## src/rtl/alarm_clock_core.sv

```systemverilog
`default_nettype none
// ============================================================================
// Module   : alarm_clock_core
// Purpose  : HH:MM:SS time keeping from a 1 Hz strobe, one alarm with snooze
//            and ring timeout, button-driven adjust FSM, and packed BCD
//            digits for a 4-digit seven-segment display.
// Revision : 1.0 - initial release
// ============================================================================
module alarm_clock_core #(
  parameter int HOUR_24    = 1,
  parameter int SNOOZE_MIN = 5,
  parameter int RING_SECS  = 60
) (
  input  logic        clk,
  input  logic        reset,
  input  logic        tick_1hz,
  input  logic        btn_c,
  input  logic        btn_r,
  input  logic        btn_l,
  input  logic        btn_u,
  input  logic        btn_d,
  output logic [15:0] digits,
  output logic [5:0]  seconds,
  output logic        pm,
  output logic [1:0]  blink,
  output logic        show_alarm,
  output logic        alarm_en,
  output logic        alarm_out,
  output logic [2:0]  state_o
);

  typedef enum logic [2:0] {
    S_CLOCK       = 3'd0,
    S_MENU        = 3'd1,
    S_ADJ_CLK_MIN = 3'd2,
    S_ADJ_CLK_HR  = 3'd3,
    S_ADJ_ALM_MIN = 3'd4,
    S_ADJ_ALM_HR  = 3'd5,
    S_RING        = 3'd6
  } state_t;

  state_t     state, next_state;
  logic [5:0] sec, mn, al_mn, sn_mn;
  logic [4:0] hr, al_hr, sn_hr;
  logic       snz_pend, arm;
  logic [7:0] ring_cnt;

  // Binary 0..59 to two BCD digits.
  function automatic logic [7:0] to_bcd(input logic [5:0] v);
    logic [3:0] tens, ones;
    tens = 4'(v / 6'd10);
    ones = 4'(v % 6'd10);
    return {tens, ones};
  endfunction

  // Only the highest-priority pressed button acts: C > R > L > U > D.
  logic act_c, act_r, act_l, act_u, act_d;
  assign act_c = btn_c;
  assign act_r = !btn_c && btn_r;
  assign act_l = !btn_c && !btn_r && btn_l;
  assign act_u = !btn_c && !btn_r && !btn_l && btn_u;
  assign act_d = !btn_c && !btn_r && !btn_l && !btn_u && btn_d;

  // Time runs everywhere except while the clock itself is being set.
  logic in_adj_clk, adv;
  assign in_adj_clk = (state == S_ADJ_CLK_MIN) || (state == S_ADJ_CLK_HR);
  assign adv        = !in_adj_clk;

  // Time after this cycle's tick, with cascaded seconds/minutes/hours carry.
  logic [5:0] t_sec, t_mn;
  logic [4:0] t_hr;
  always_comb begin
    t_sec = sec;
    t_mn  = mn;
    t_hr  = hr;
    if (adv && tick_1hz) begin
      if (sec == 6'd59) begin
        t_sec = 6'd0;
        if (mn == 6'd59) begin
          t_mn = 6'd0;
          t_hr = (hr == 5'd23) ? 5'd0 : hr + 5'd1;
        end else begin
          t_mn = mn + 6'd1;
        end
      end else begin
        t_sec = sec + 6'd1;
      end
    end
  end

  // Alarm fires on the tick that lands on HH:MM:00 of the alarm or snooze
  // target, only from CLOCK and only when no C/D press is acting this cycle.
  logic al_match, sn_match, trig;
  assign al_match = (t_hr == al_hr) && (t_mn == al_mn);
  assign sn_match = snz_pend && (t_hr == sn_hr) && (t_mn == sn_mn);
  assign trig     = (state == S_CLOCK) && tick_1hz && !act_c && !act_d && arm &&
                    (t_sec == 6'd0) && (al_match || sn_match);

  // Snooze target is the current HH:MM plus SNOOZE_MIN with hour carry.
  logic [6:0] snz_sum;
  logic [5:0] snz_mn_n;
  logic [4:0] snz_hr_n;
  always_comb begin
    snz_sum  = {1'b0, mn} + 7'(SNOOZE_MIN);
    snz_mn_n = snz_sum[5:0];
    snz_hr_n = hr;
    if (snz_sum >= 7'd60) begin
      snz_mn_n = 6'(snz_sum - 7'd60);
      snz_hr_n = (hr == 5'd23) ? 5'd0 : hr + 5'd1;
    end
  end

  logic [7:0] ring_nxt;
  logic       ring_done;
  assign ring_nxt  = ring_cnt + 8'd1;
  assign ring_done = tick_1hz && (ring_nxt == 8'(RING_SECS));

  logic enter_adj_clk;
  assign enter_adj_clk = ((next_state == S_ADJ_CLK_MIN) || (next_state == S_ADJ_CLK_HR)) &&
                         !in_adj_clk;

  // State register.
  always_ff @(posedge clk) begin
    if (!reset) state <= S_CLOCK;
    else        state <= next_state;
  end

  // Next-state decode plus the state-driven display flags.
  always_comb begin
    next_state = state;
    blink      = 2'b00;
    show_alarm = 1'b0;
    case (state)
      S_CLOCK: begin
        if (act_c)     next_state = S_MENU;
        else if (trig) next_state = S_RING;
      end
      S_MENU: begin
        if (act_c)      next_state = S_CLOCK;
        else if (act_r) next_state = S_ADJ_CLK_MIN;
        else if (act_l) next_state = S_ADJ_ALM_MIN;
      end
      S_ADJ_CLK_MIN: begin
        blink = 2'b01;
        if (act_c)      next_state = S_CLOCK;
        else if (act_r) next_state = S_ADJ_CLK_HR;
        else if (act_l) next_state = S_ADJ_ALM_MIN;
      end
      S_ADJ_CLK_HR: begin
        blink = 2'b10;
        if (act_c)      next_state = S_CLOCK;
        else if (act_r) next_state = S_ADJ_CLK_MIN;
        else if (act_l) next_state = S_ADJ_ALM_HR;
      end
      S_ADJ_ALM_MIN: begin
        blink      = 2'b01;
        show_alarm = 1'b1;
        if (act_c)      next_state = S_CLOCK;
        else if (act_r) next_state = S_ADJ_ALM_HR;
        else if (act_l) next_state = S_ADJ_CLK_MIN;
      end
      S_ADJ_ALM_HR: begin
        blink      = 2'b10;
        show_alarm = 1'b1;
        if (act_c)      next_state = S_CLOCK;
        else if (act_r) next_state = S_ADJ_ALM_MIN;
        else if (act_l) next_state = S_ADJ_CLK_HR;
      end
      S_RING: begin
        if (act_c || act_u) next_state = S_CLOCK;
        else if (ring_done) next_state = S_CLOCK;
      end
      default: next_state = S_CLOCK;
    endcase
  end

  // Time, alarm, snooze and ring-counter registers.
  always_ff @(posedge clk) begin
    if (!reset) begin
      sec      <= 6'd0;
      mn       <= 6'd0;
      hr       <= 5'd0;
      al_mn    <= 6'd0;
      al_hr    <= 5'd0;
      sn_mn    <= 6'd0;
      sn_hr    <= 5'd0;
      snz_pend <= 1'b0;
      arm      <= 1'b0;
      ring_cnt <= 8'd0;
    end else begin
      sec <= t_sec;
      mn  <= t_mn;
      hr  <= t_hr;
      case (state)
        S_CLOCK: begin
          if (act_d) begin
            arm <= !arm;
            if (arm) snz_pend <= 1'b0;
          end
          if (trig) ring_cnt <= 8'd0;
        end
        S_ADJ_CLK_MIN: begin
          if (act_u)      mn <= (mn == 6'd59) ? 6'd0 : mn + 6'd1;
          else if (act_d) mn <= (mn == 6'd0) ? 6'd59 : mn - 6'd1;
        end
        S_ADJ_CLK_HR: begin
          if (act_u)      hr <= (hr == 5'd23) ? 5'd0 : hr + 5'd1;
          else if (act_d) hr <= (hr == 5'd0) ? 5'd23 : hr - 5'd1;
        end
        S_ADJ_ALM_MIN: begin
          if (act_u || act_d) snz_pend <= 1'b0;
          if (act_u)      al_mn <= (al_mn == 6'd59) ? 6'd0 : al_mn + 6'd1;
          else if (act_d) al_mn <= (al_mn == 6'd0) ? 6'd59 : al_mn - 6'd1;
        end
        S_ADJ_ALM_HR: begin
          if (act_u || act_d) snz_pend <= 1'b0;
          if (act_u)      al_hr <= (al_hr == 5'd23) ? 5'd0 : al_hr + 5'd1;
          else if (act_d) al_hr <= (al_hr == 5'd0) ? 5'd23 : al_hr - 5'd1;
        end
        S_RING: begin
          if (act_c) begin
            snz_pend <= 1'b0;
          end else if (act_u) begin
            sn_mn    <= snz_mn_n;
            sn_hr    <= snz_hr_n;
            snz_pend <= 1'b1;
          end else if (tick_1hz) begin
            ring_cnt <= ring_nxt;
            if (ring_done) snz_pend <= 1'b0;
          end
        end
        default: ;
      endcase
      // Setting the clock always starts from a whole minute.
      if (enter_adj_clk) sec <= 6'd0;
    end
  end

  // Display path: pick time or alarm, map hours, convert to BCD.
  logic [4:0] disp_hr_raw, disp_hr;
  logic [5:0] disp_mn;
  assign disp_hr_raw = show_alarm ? al_hr : hr;
  assign disp_mn     = show_alarm ? al_mn : mn;

  generate
    if (HOUR_24 != 0) begin : g_hour24
      assign disp_hr = disp_hr_raw;
      assign pm      = 1'b0;
    end else begin : g_hour12
      logic [4:0] h_mod;
      assign h_mod   = (disp_hr_raw >= 5'd12) ? disp_hr_raw - 5'd12 : disp_hr_raw;
      assign disp_hr = (h_mod == 5'd0) ? 5'd12 : h_mod;
      assign pm      = (disp_hr_raw >= 5'd12);
    end
  endgenerate

  assign digits    = {to_bcd({1'b0, disp_hr}), to_bcd(disp_mn)};
  assign seconds   = sec;
  assign alarm_en  = arm;
  assign alarm_out = (state == S_RING);
  assign state_o   = state;

endmodule
`default_nettype wire
```

## config.mk

```make
export PLATFORM = sky130hd
export DESIGN_NAME = alarm_clock_core
export DESIGN_NICKNAME = d
export VERILOG_FILES = /design/src/rtl/alarm_clock_core.sv
export SDC_FILE = /design/constraint.sdc
export NUM_CORES = 1
export LEC_CHECK = 0
export BUFFER_PORTS_ARGS = -buffer_cell sky130_fd_sc_hd__buf_2
export CELL_PAD_IN_SITES_DETAIL_PLACEMENT = 0
export CELL_PAD_IN_SITES_GLOBAL_PLACEMENT = 1
export CORE_ASPECT_RATIO = 0.8
export CORE_MARGIN = 1
export CORE_UTILIZATION = 45
export CTS_CLUSTER_DIAMETER = 30
export CTS_CLUSTER_SIZE = 25
export DETAILED_ROUTE_END_ITERATION = 12
export PLACE_DENSITY_LB_ADDON = 0.15
export SYNTH_ARGS = -nofsm -noshare
export SYNTH_HDL_FRONTEND = slang
export SYNTH_SLANG_ARGS = --single-unit
```

## constraint.sdc

```tcl
create_clock -name clk -period 7.4 [get_ports clk]
set_clock_uncertainty 0.15 [all_clocks]
set_input_delay 0.37 -clock clk [delete_from_list [all_inputs] [get_ports clk]]
set_output_delay 0.37 -clock clk [all_outputs]
set_load 0.005 [all_outputs]
```

## Yosys cells after proc, flatten, opt, wreduce, memory -nomap -nowiden

Cells that the tools add are included.

- Add/subtract/negate cells: 12
- Muxes and demuxes: 63
- Bitwise gates (word level): 2
- Eq/ne operators: 27
- Order comparisons: 1
- Reduce and logical (&&, ||, !) cells: 50
- Divide/modulo/power cells: 4

Operator list:

| operator | count |
|---|---|
| 6-bit 2-to-1 mux | 15 |
| 5-bit 2-to-1 mux | 14 |
| 3-bit 2-to-1 mux | 18 |
| 8-bit 2-to-1 mux | 4 |
| 3-bit case mux with 7 select lines | 1 |
| 1-bit logical AND | 19 |
| 6-bit by 1-bit adder with 6-bit output, second input constant | 3 |
| 6-bit == test, second input constant | 3 |
| 6-bit zero test | 3 |
| 8-bit case mux with 2 select lines | 1 |
| 3-bit by 2-bit == test with 1-bit output, second input constant | 4 |
| 6-bit == test | 2 |
| 2-bit != test, second input constant | 6 |
| 6-bit by 1-bit subtractor with 6-bit output, second input constant | 2 |
| 5-bit by 1-bit adder with 5-bit output, second input constant | 2 |
| 5-bit == test | 2 |
| 5-bit == test, second input constant | 2 |
| 5-bit zero test | 2 |
| 5-bit by 1-bit subtractor with 5-bit output, second input constant | 2 |
| 3-bit == test, second input constant | 3 |
| 8-bit by 1-bit adder with 8-bit output, second input constant | 1 |
| 8-bit by 6-bit == test with 1-bit output, second input constant | 1 |
| 1-bit 2-to-1 mux | 8 |
| 2-bit OR reduction | 4 |
| 23 further kinds | 37 |

- Input port bits: 8
- Logic and storage cells: 170
- Register bits after elaboration: 52
- Output and inout bits: 31

## Longest topological paths before layout

Gate-level depths: netlist of the first run.

- Depth in word-level cells: 17
- Depth in mapped cells: 13
- Depth with buffers taken out: 12

## Least setup slack after synthesis of the first run

OpenSTA, ideal clock, no wires.

- Path kind: reg2out
- From: register state[1], in the netlist state_o[1]
- To: output port digits[3]
- Setup slack: 4.021 ns
- Stages on the path, launching flop included: 13
- Buffers on the path: 1
- Required time: 6.880 ns
- Data arrival time: 2.859 ns
- Cell sequence: dfxtp_1 nand2b_1 buf_2 mux2i_1 inv_1 ha_1 o21ai_0 a21oi_1 or3_1 and2_1 ha_1 nor2_1 xor2_1

- Word-level cells in the longest chain between the ends: 5
- Elaborated cells between the ends (all ways): 6
- Those cells by class: div: 1; eq/ne: 2; mux: 2; reduce/logical: 1

Ends and longest elaborated chain:

| item | RTL line | source |
|---|---|---|
| from (decl) | 42 | `state_t state, next_state;` |
| from (signal assigned) | 125 | `else state <= next_state;` |
| 3-bit == test | 133 | `case (state)` |
| 2-bit OR reduction (no source line) * | n/a |  |
| 1-bit 2-to-1 mux * | 133 |  |
| 6-bit 2-to-1 mux * | 243 | `assign disp_mn = show_alarm ? al_mn : mn;` |
| 6-bit by 4-bit remainder unit with 6-bit output * | 52 | `ones = 4'(v % 6'd10);` |
| to (decl) | 22 | `output logic [15:0] digits,` |

Mark *: on every way between the ends. The rest lies on a longest branch, timed or not.

## Worst setup path after layout of the first run

Same ends and word-level chain as after synthesis.

==> flow_summary.ini, run 1 <==
[outcome]
status = finished clean

[layout]
n_antenna_cell = 0
syn_to_final_growth_pct = 5.50
postLayoutCellArea_mm2 = 0.00512
nFillCells = 1083
nets = 682
drive_gt1_share_pct = 9.92

[synthesis]
synth_top_area_cell = dfxtp_1
yosys.cell_types.count = 79
synth_top_area_share_pct = 21.5
synth_edf_count = 0
async_flop_share_pct = 0
syn_inst = 661
seq_area_frac_synth_pct = 21.5
netlist_area_mm2 = 0.00485
synthTopCellsByArea = dfxtp_1, a21oi_1, nand2_1, o21ai_0, ha_1
synth.most_common_cell = nand2_1
ys_warn_count = 0
syn_area_per_cell_um2 = 7.34
synth_common_cells = nand2_1, a21oi_1, dfxtp_1
synth_seq_cells = 52
synthFlopType = dfxtp_1

[timing]
finalCritPeriodShare_pct = 64.0
hold_viol_final = 0
setup_tns_ns = 0
setup_viol = 0
finalWorstPathRequiredPeriod_ns = 4.74
fmaxAchievable_mhz = 211
rsz0062_at_grt = false
relSlewSlack_pct = 18.5
tightest_slew_ns = 1.22
drv_slew = 0

[grt]
grt_use_met2_pct = 37.8
grt_pass1_vias = 4294
antenna_found_initial = 0
grtUsageTotal_pct = 25.0
busiest_layer = met2
use_met3_pct = 3.99
grt_overflow = 0
grt_max_degree = 52
grt_util_met1_pct = 36.2
grt_pass1_wl_um = 22600

[setup_path]
crit_required_ns = 6.88
setup.worst_path.end_class = output pin
critPathKind = flop to output pin
arrival_ns = 4.22
path_max_fanout = 21
critPathLaunchType = flop

[route]
wire_per_inst_um = 17.1
drt-total-wl_um = 13600
vias_per_cell = 6.01
drtIter0Drc = 376
antenna_left = 0
drt-pass1-iter-count = 6
drc = 0
vias = 4776

[cts]
cts_num_sinks = 52
cts-root-buf = clkbuf_16
cts_buffers = 5
htreeDepth = 2
post-cts-setup-buffers = 0
ctsHoldBuffers = 0
ctsLongestPathBuffers = 2
cts_tree = done
clk_pin_slew_ns = 0.07
post_cts_resized = 0
clk_latency_ns = 0.30

[place]
gp_congestion = 0.912
io_buffers = 34
place_area_mm2 = 0.00498
hpwl_um = 9860

[die]
die_h_um = 94.9
rows = 33
core_mm2 = 0.0104
start_util_pct = 46.8
die_width_um = 118
ioPinCount = 39
dieArea_mm2 = 0.0112

[pwr]
ir_drop_v = 0.0000793
switching_share_pct = 24.9
p_int_uw = 421
p_switching_uw = 140
combPwrFrac_pct = 7.3
p_leak_uw = 0.00211
powerDensity_mw_per_mm2 = 110
clock_power_share_pct = 41.5
pwr-share-seq_pct = 51.2

[worst_hold_path]
hold_class = input pin to flop

[flow_run]
maxCapViolCount = 0
[area by class of cell]
cell class | count | area [µm²] | area share (%)
well taps | 140 | 175 | 3.42
clock buffers | 5 | 125 | 2.45
inverters | 30 | 113 | 2.20
repair buffers | 35 | 178 | 3.47
clock inverters | 2 | 12.5 | 0.245
flip-flops and latches | 52 | 1040 | 20.3
multi-input cells | 531 | 3470 | 67.9
[stage by stage]
stage	hold slack [ns]	total power, µW	std cells	util, %	setup slack, ns
2_1_floorplan	0.301	323	664	-	4.02
3_3_place_gp	0.308	334	788	48.0	3.19
3_5_place_dp	0.326	334	788	48.0	3.03
4_1_cts	0.261	568	795	49.4	2.69
5_1_grt	0.308	583	795	49.4	2.19
6_report	0.262	561	795	49.4	2.66
[final timing paths]
path	to	depth (start not counted)	slack, ns	startpoint
worst max-delay path	digits[3]	12	2.66	state_o[1]
worst min-delay path	state_o[0]	3	0.26	btn_c
worst max register to register	ring_cnt[3]	10	3.38	mn[0]
worst min register to register	ring_cnt[7]	2	0.33	ring_cnt[7]
[power by group through the flow]
stage | clock (µW) | sequential [µW] | combinational [µW]
5_1_grt | 249 | 288 | 46.3
4_1_cts | 241 | 287 | 40.7
2_1_floorplan | 0 | 291 | 31.7
3_5_place_dp | 0 | 294 | 40.5
6_report | 233 | 287 | 41.0
3_3_place_gp | 0 | 293 | 40.5
[per-layer routing]
layer | vias to the layer above | part of all wire (%)
met5 | - | 0
met4 | 0 | 1.4
met3 | 18 | 4.5
met2 | 126 | 42
met1 | 2254 | 52
li1 | 2378 | -
[state kept, by name (all words and copies together) (netlist names)]
name	cells
al_hr	5
al_mn	6
alarm_en	1
hr	5
mn	6
ring_cnt	8
seconds	6
sn_hr	5
sn_mn	6
snz_pend	1
state_o	3
[kinds of logic (layout without fill, tap and decap cells)]
kind of cell	Yosys count	count (layout)	synth area share, %
AOI/OAI and AO/OA	198	198	28.1
other	1	4	0.0773
xor gates and xnor gates	38	38	6.86
adders and majority gates	19	19	4.90
and+or+nand+nor	248	248	26.1
buffers and inverters	81	72	7.17
DFF	52	52	21.5
muxes	24	24	5.26
[critical path, stage by stage, from the launching register on]
cell and delay, ns:
dfxtp_1 0.57, nand2b_1 0.81, mux2i_1 0.61, inv_1 0.17
ha_1 0.35, o21ai_0 0.08, a21oi_1 0.10, o21ai_0 0.25
nand3_1 0.12, a221oi_2 0.43, nor2_1 0.11, xor2_1 0.16
buf_2 0.14
[cells in the final DEF, fill, tap and decap left out, types with 6 or more instances in the layout]
cell type  instances
nand3b_1           7
o22ai_1            6
nor3_1            20
xnor2_1           26
dfxtp_1           52
a22oi_1            7
inv_1             30
nand2_1           74
nand2b_1          10
xor2_1            12
a31oi_1            9
mux2i_1           21
buf_2             34
a21oi_1           57
nor2_1            48
o21ai_0           48
nand3_1           24
nand4_1            6
and2_1            15
o211a_1           10
nor2b_1            9
ha_1              19
Power figures use the tool's default switching activity.
==> run 2: changes to the inputs <==
Clock period 7.4 ns to 4.5 ns, I/O delays scaled along.
==> flow_summary.ini, run 2 (synthesis gave the netlist of run 1 again) <==
[timing]
rsz0062_at_grt = false
relSlewSlack_pct = 33.9
finalCritPeriodShare_pct = 86.7
fmaxAchievable_mhz = 256
setup_tns_ns = 0
setup_viol = 0
hold_viol_final = 0
tightest_slew_ns = 0.992
finalWorstPathRequiredPeriod_ns = 3.90
drv_slew = 0

[route]
drc = 0
wire_per_inst_um = 17.5
wl_met3_um = 861
wl_met2_um = 5970
drt-total-wl_um = 14100
vias_per_cell = 6.14
drt-pass1-iter-count = 5
vias = 4928
antenna_left = 0
wl_met1_um = 7050
routed.top_layer = met4
drtIter0Drc = 392

[pwr]
powerDensity_mw_per_mm2 = 211
p_leak_uw = 0.00218
ir_drop_v = 0.000138

[grt]
antenna_found_initial = 0
grt_pass1_wl_um = 22900
grt_pass1_vias = 4500
grt_overflow = 0
grt_max_degree = 52
grtUsageTotal_pct = 25.4

[setup_path]
setup.worst_path.end_class = output pin
path_max_fanout = 14
critPathLaunchType = flop
crit_required_ns = 4.12
arrival_ns = 3.53
critPathKind = flop to output pin

[die]
core_mm2 = 0.0104
dieArea_mm2 = 0.0112
start_util_pct = 46.8
die_h_um = 94.9
rows = 33
die_width_um = 118
ioPinCount = 39

[layout]
n_antenna_cell = 0
final_cell_mix = nand2_1, a21oi_1, dfxtp_1
layout_commonest_cell = nand2_1
nets = 689
largest_reg_flops = 8
drive_gt1_share_pct = 11.0
postLayoutCellArea_mm2 = 0.00525
top_register = ring_cnt
syn_to_final_growth_pct = 8.18

[cts]
ctsHoldBuffers = 0
cts-root-buf = clkbuf_16
clk_latency_ns = 0.30
post_cts_resized = 0
cts_buffers = 5
post-cts-setup-buffers = 0
ctsLongestPathBuffers = 2
htreeDepth = 2
cts_num_sinks = 52
clk_pin_slew_ns = 0.07
cts_tree = done

[place]
io_buffers = 34
hpwl_um = 9970
gp_congestion = 0.874
place_area_mm2 = 0.00503

[flow_run]
maxCapViolCount = 0

[outcome]
status = finished clean

[worst_hold_path]
hold_class = input pin to flop
run 2: cell types whose count changed in the layout (fill, tap and decap cells not counted):
cell        delta
buf_4          +7
bufinv_16      +3
clkinv_2       -1
clkinvlp_4     -1
run 2: area by class of cell:
class	instances	area, µm²
clock inverters	3	90.1
repair buffers	42	230
well taps	140	175
multi-input cells	531	3470
clock buffers	5	125
flip-flops and latches	52	1040
inverters	30	113
fillers	1045	5120
run 2: through the flow:
step / utilization (%) / worst slack [ns] / total power [µW] / hold slack, ns / std cells
3_5_place_dp: 48.5 / 0.810 / 551 / 0.318 / 795
3_3_place_gp: 48.5 / 0.924 / 550 / 0.311 / 795
5_1_grt: 50.6 / 0.258 / 1140 / 0.172 / 803
6_report: 50.6 / 0.598 / 1110 / 0.125 / 803
4_1_cts: 50.6 / 0.612 / 1110 / 0.118 / 803
2_1_floorplan: - / 1.27 / 531 / 0.214 / 664
run 2: power by group:
| group | leakage (µW) | internal (µW) | switching [µW] |
|---|---|---|---|
| combinational | 0.00166 | 26.1 | 43.0 |
| sequential | 0.000419 | 463 | 8.74 |
| clock | 0.000104 | 375 | 190 |
| total | 0.00218 | 865 | 242 |
run 2: routing by layer:
metal / track usage [%] / up-vias
met5: 0 / -
li1: - / 2388
met1: 35.9 / 2352
met3: 3.99 / 13
met4: 6.20 / 0
met2: 40.2 / 175
run 2: final timing paths:
kind	start	end	slack [ns]	cells after the start
setup / recovery	state_o[1]	digits[3]	0.60	12
hold / removal	btn_c	state_o[0]	0.12	3
setup reg to reg	mn[3]	seconds[2]	0.76	9
hold reg to reg	ring_cnt[7]	ring_cnt[7]	0.33	2
run 2: worst max-delay path, stage by stage (launching register included):
cell	delay [ns]
dfxtp_1	0.61
nand2b_1	0.35
mux2i_1	0.51
ha_1	0.26
inv_1	0.05
o21ai_0	0.15
a21oi_1	0.11
o21ai_0	0.25
nand3_1	0.13
a221oi_2	0.41
nor2_1	0.10
xor2_1	0.15
buf_2	0.13
==> run 3: changes to the inputs <==
Settings changed: CELL_PAD_IN_SITES_GLOBAL_PLACEMENT 1 to 2, CORE_UTILIZATION 45 to 36.
==> flow_summary.ini, run 3 (synthesis gave the netlist of run 1 again) <==
[outcome]
status = finished clean

[layout]
drive_gt1_share_pct = 10.7
final_cell_mix = nand2_1, a21oi_1, dfxtp_1
nFillCells = 1370
final_util_pct = 40.3
top_register = ring_cnt
nets = 687
layout_commonest_cell = nand2_1
syn_to_final_growth_pct = 8.00
postLayoutCellArea_mm2 = 0.00524
largest_reg_flops = 8
n_antenna_cell = 0

[cts]
ctsLongestPathBuffers = 2
clk_latency_ns = 0.30
htreeDepth = 2
cts-root-buf = clkbuf_16
post_cts_resized = 0
clk_pin_slew_ns = 0.07
cts_num_sinks = 52
ctsHoldBuffers = 0
cts_tree = done
post-cts-setup-buffers = 0
cts_buffers = 5

[route]
antenna_left = 0
drt-pass1-iter-count = 5
drt-total-wl_um = 14800
wire_per_inst_um = 17.7
vias_per_cell = 5.83
vias = 4874
drc = 0
drtIter0Drc = 424

[place]
io_buffers = 34
place_area_mm2 = 0.00506
hpwl_um = 10600
gp_congestion = 0.866

[die]
die_h_um = 106
start_util_pct = 37.3
die_width_um = 132
core_mm2 = 0.0130
ioPinCount = 39
dieArea_mm2 = 0.0139
rows = 37

[setup_path]
critPathKind = flop to flop
path_max_fanout = 17
setup.worst_path.end_class = flop
arrival_ns = 3.97
reg2reg_slack_ns = 0.55
critPathLaunchType = flop
crit_required_ns = 4.53
r2r_cells = 10
r2r_start = mn[0]
r2r-end = seconds[0]

[timing]
drv_slew = 0
timing.hold.ws_ns = 0.108
tightest_slew_ns = 0.973
finalWorstPathRequiredPeriod_ns = 3.95
rsz0062_at_grt = false
fmaxAchievable_mhz = 253
hold_viol_final = 0
finalCritPeriodShare_pct = 87.7
relSlewSlack_pct = 35.1
setup_viol = 0
setup_tns_ns = 0

[grt]
grt_pass1_vias = 4590
grt_max_degree = 52
grtUsageTotal_pct = 22.0
antenna_found_initial = 0
grt_overflow = 0
grt_pass1_wl_um = 24600

[pwr]
p_leak_uw = 0.00215
ir_drop_v = 0.000142
powerDensity_mw_per_mm2 = 194
power_uw = 1020

[worst_hold_path]
hold_class = input pin to flop
hold_end = state_o[0]
whs_path_depth = 3
hp-start = btn_c

[flow_run]
maxCapViolCount = 0
-- run 3: cell types whose count changed in the layout (fill, tap and decap cells not counted), sizes merged --
cell,change
buf,-2
bufinv,-2
clkbuf,+1
clkinv,+1
-- run 3: final cells by class --
type | instances | area [µm²] | share of cell area [%]
clock buffers | 6 | 139 | 2.65
multi-input cells | 531 | 3470 | 66.3
repair buffers | 40 | 215 | 4.11
flip-flops and latches | 52 | 1040 | 19.9
well taps | 175 | 219 | 4.18
clock inverters | 2 | 38.8 | 0.741
inverters | 30 | 113 | 2.15
-- run 3: worst max-delay path by stage --
stage / slack (ns) / to / depth (start not counted) / from
floorplan: 1.27 / digits[3] / 12 / state_o[1]
detailed placement: 0.62 / ring_cnt[4] / 10 / mn[0]
global route: 0.24 / seconds[0] / 10 / mn[0]
global placement: 0.78 / ring_cnt[3] / 10 / mn[0]
finish: 0.55 / seconds[0] / 10 / mn[0]
CTS: 0.61 / seconds[0] / 10 / mn[0]
-- run 3: layer usage --
| metal | GRT usage [%] | wire [µm] | vias to the layer above |
|---|---|---|---|
| met2 | 33.4 | 6340 | 143 |
| met1 | 31.6 | 7470 | 2330 |
| met5 | 0 | 0 | - |
| li1 | - | - | 2385 |
| met3 | 2.98 | 686 | 16 |
| met4 | 7.64 | 280 | 0 |
-- run 3: power breakdown --
group | switching, µW | leakage [µW] | internal [µW]
sequential | 8.32 | 0.000419 | 463
combinational | 43.9 | 0.00164 | 26.3
clock | 197 | 0.0000871 | 280
-- run 3: metrics by stage --
| stage | setup WS, ns | cells |
|---|---|---|
| 3_3_place_gp | 0.777 | 828 |
| 5_1_grt | 0.239 | 836 |
| 4_1_cts | 0.614 | 836 |
| 3_5_place_dp | 0.620 | 828 |
| 2_1_floorplan | 1.27 | 664 |
| 6_report | 0.554 | 836 |
-- run 3: worst max-delay path: stages, from the launching register on --
cell and delay (ns):
dfxtp_1 0.69, ha_1 0.53, nand4_2 0.23, nor2_1 0.48
nand2_1 0.27, mux2i_1 0.18, a2111o_1 0.39, nor4_1 0.36
a31o_4 0.21, o221a_4 0.25, a21oi_1 0.07
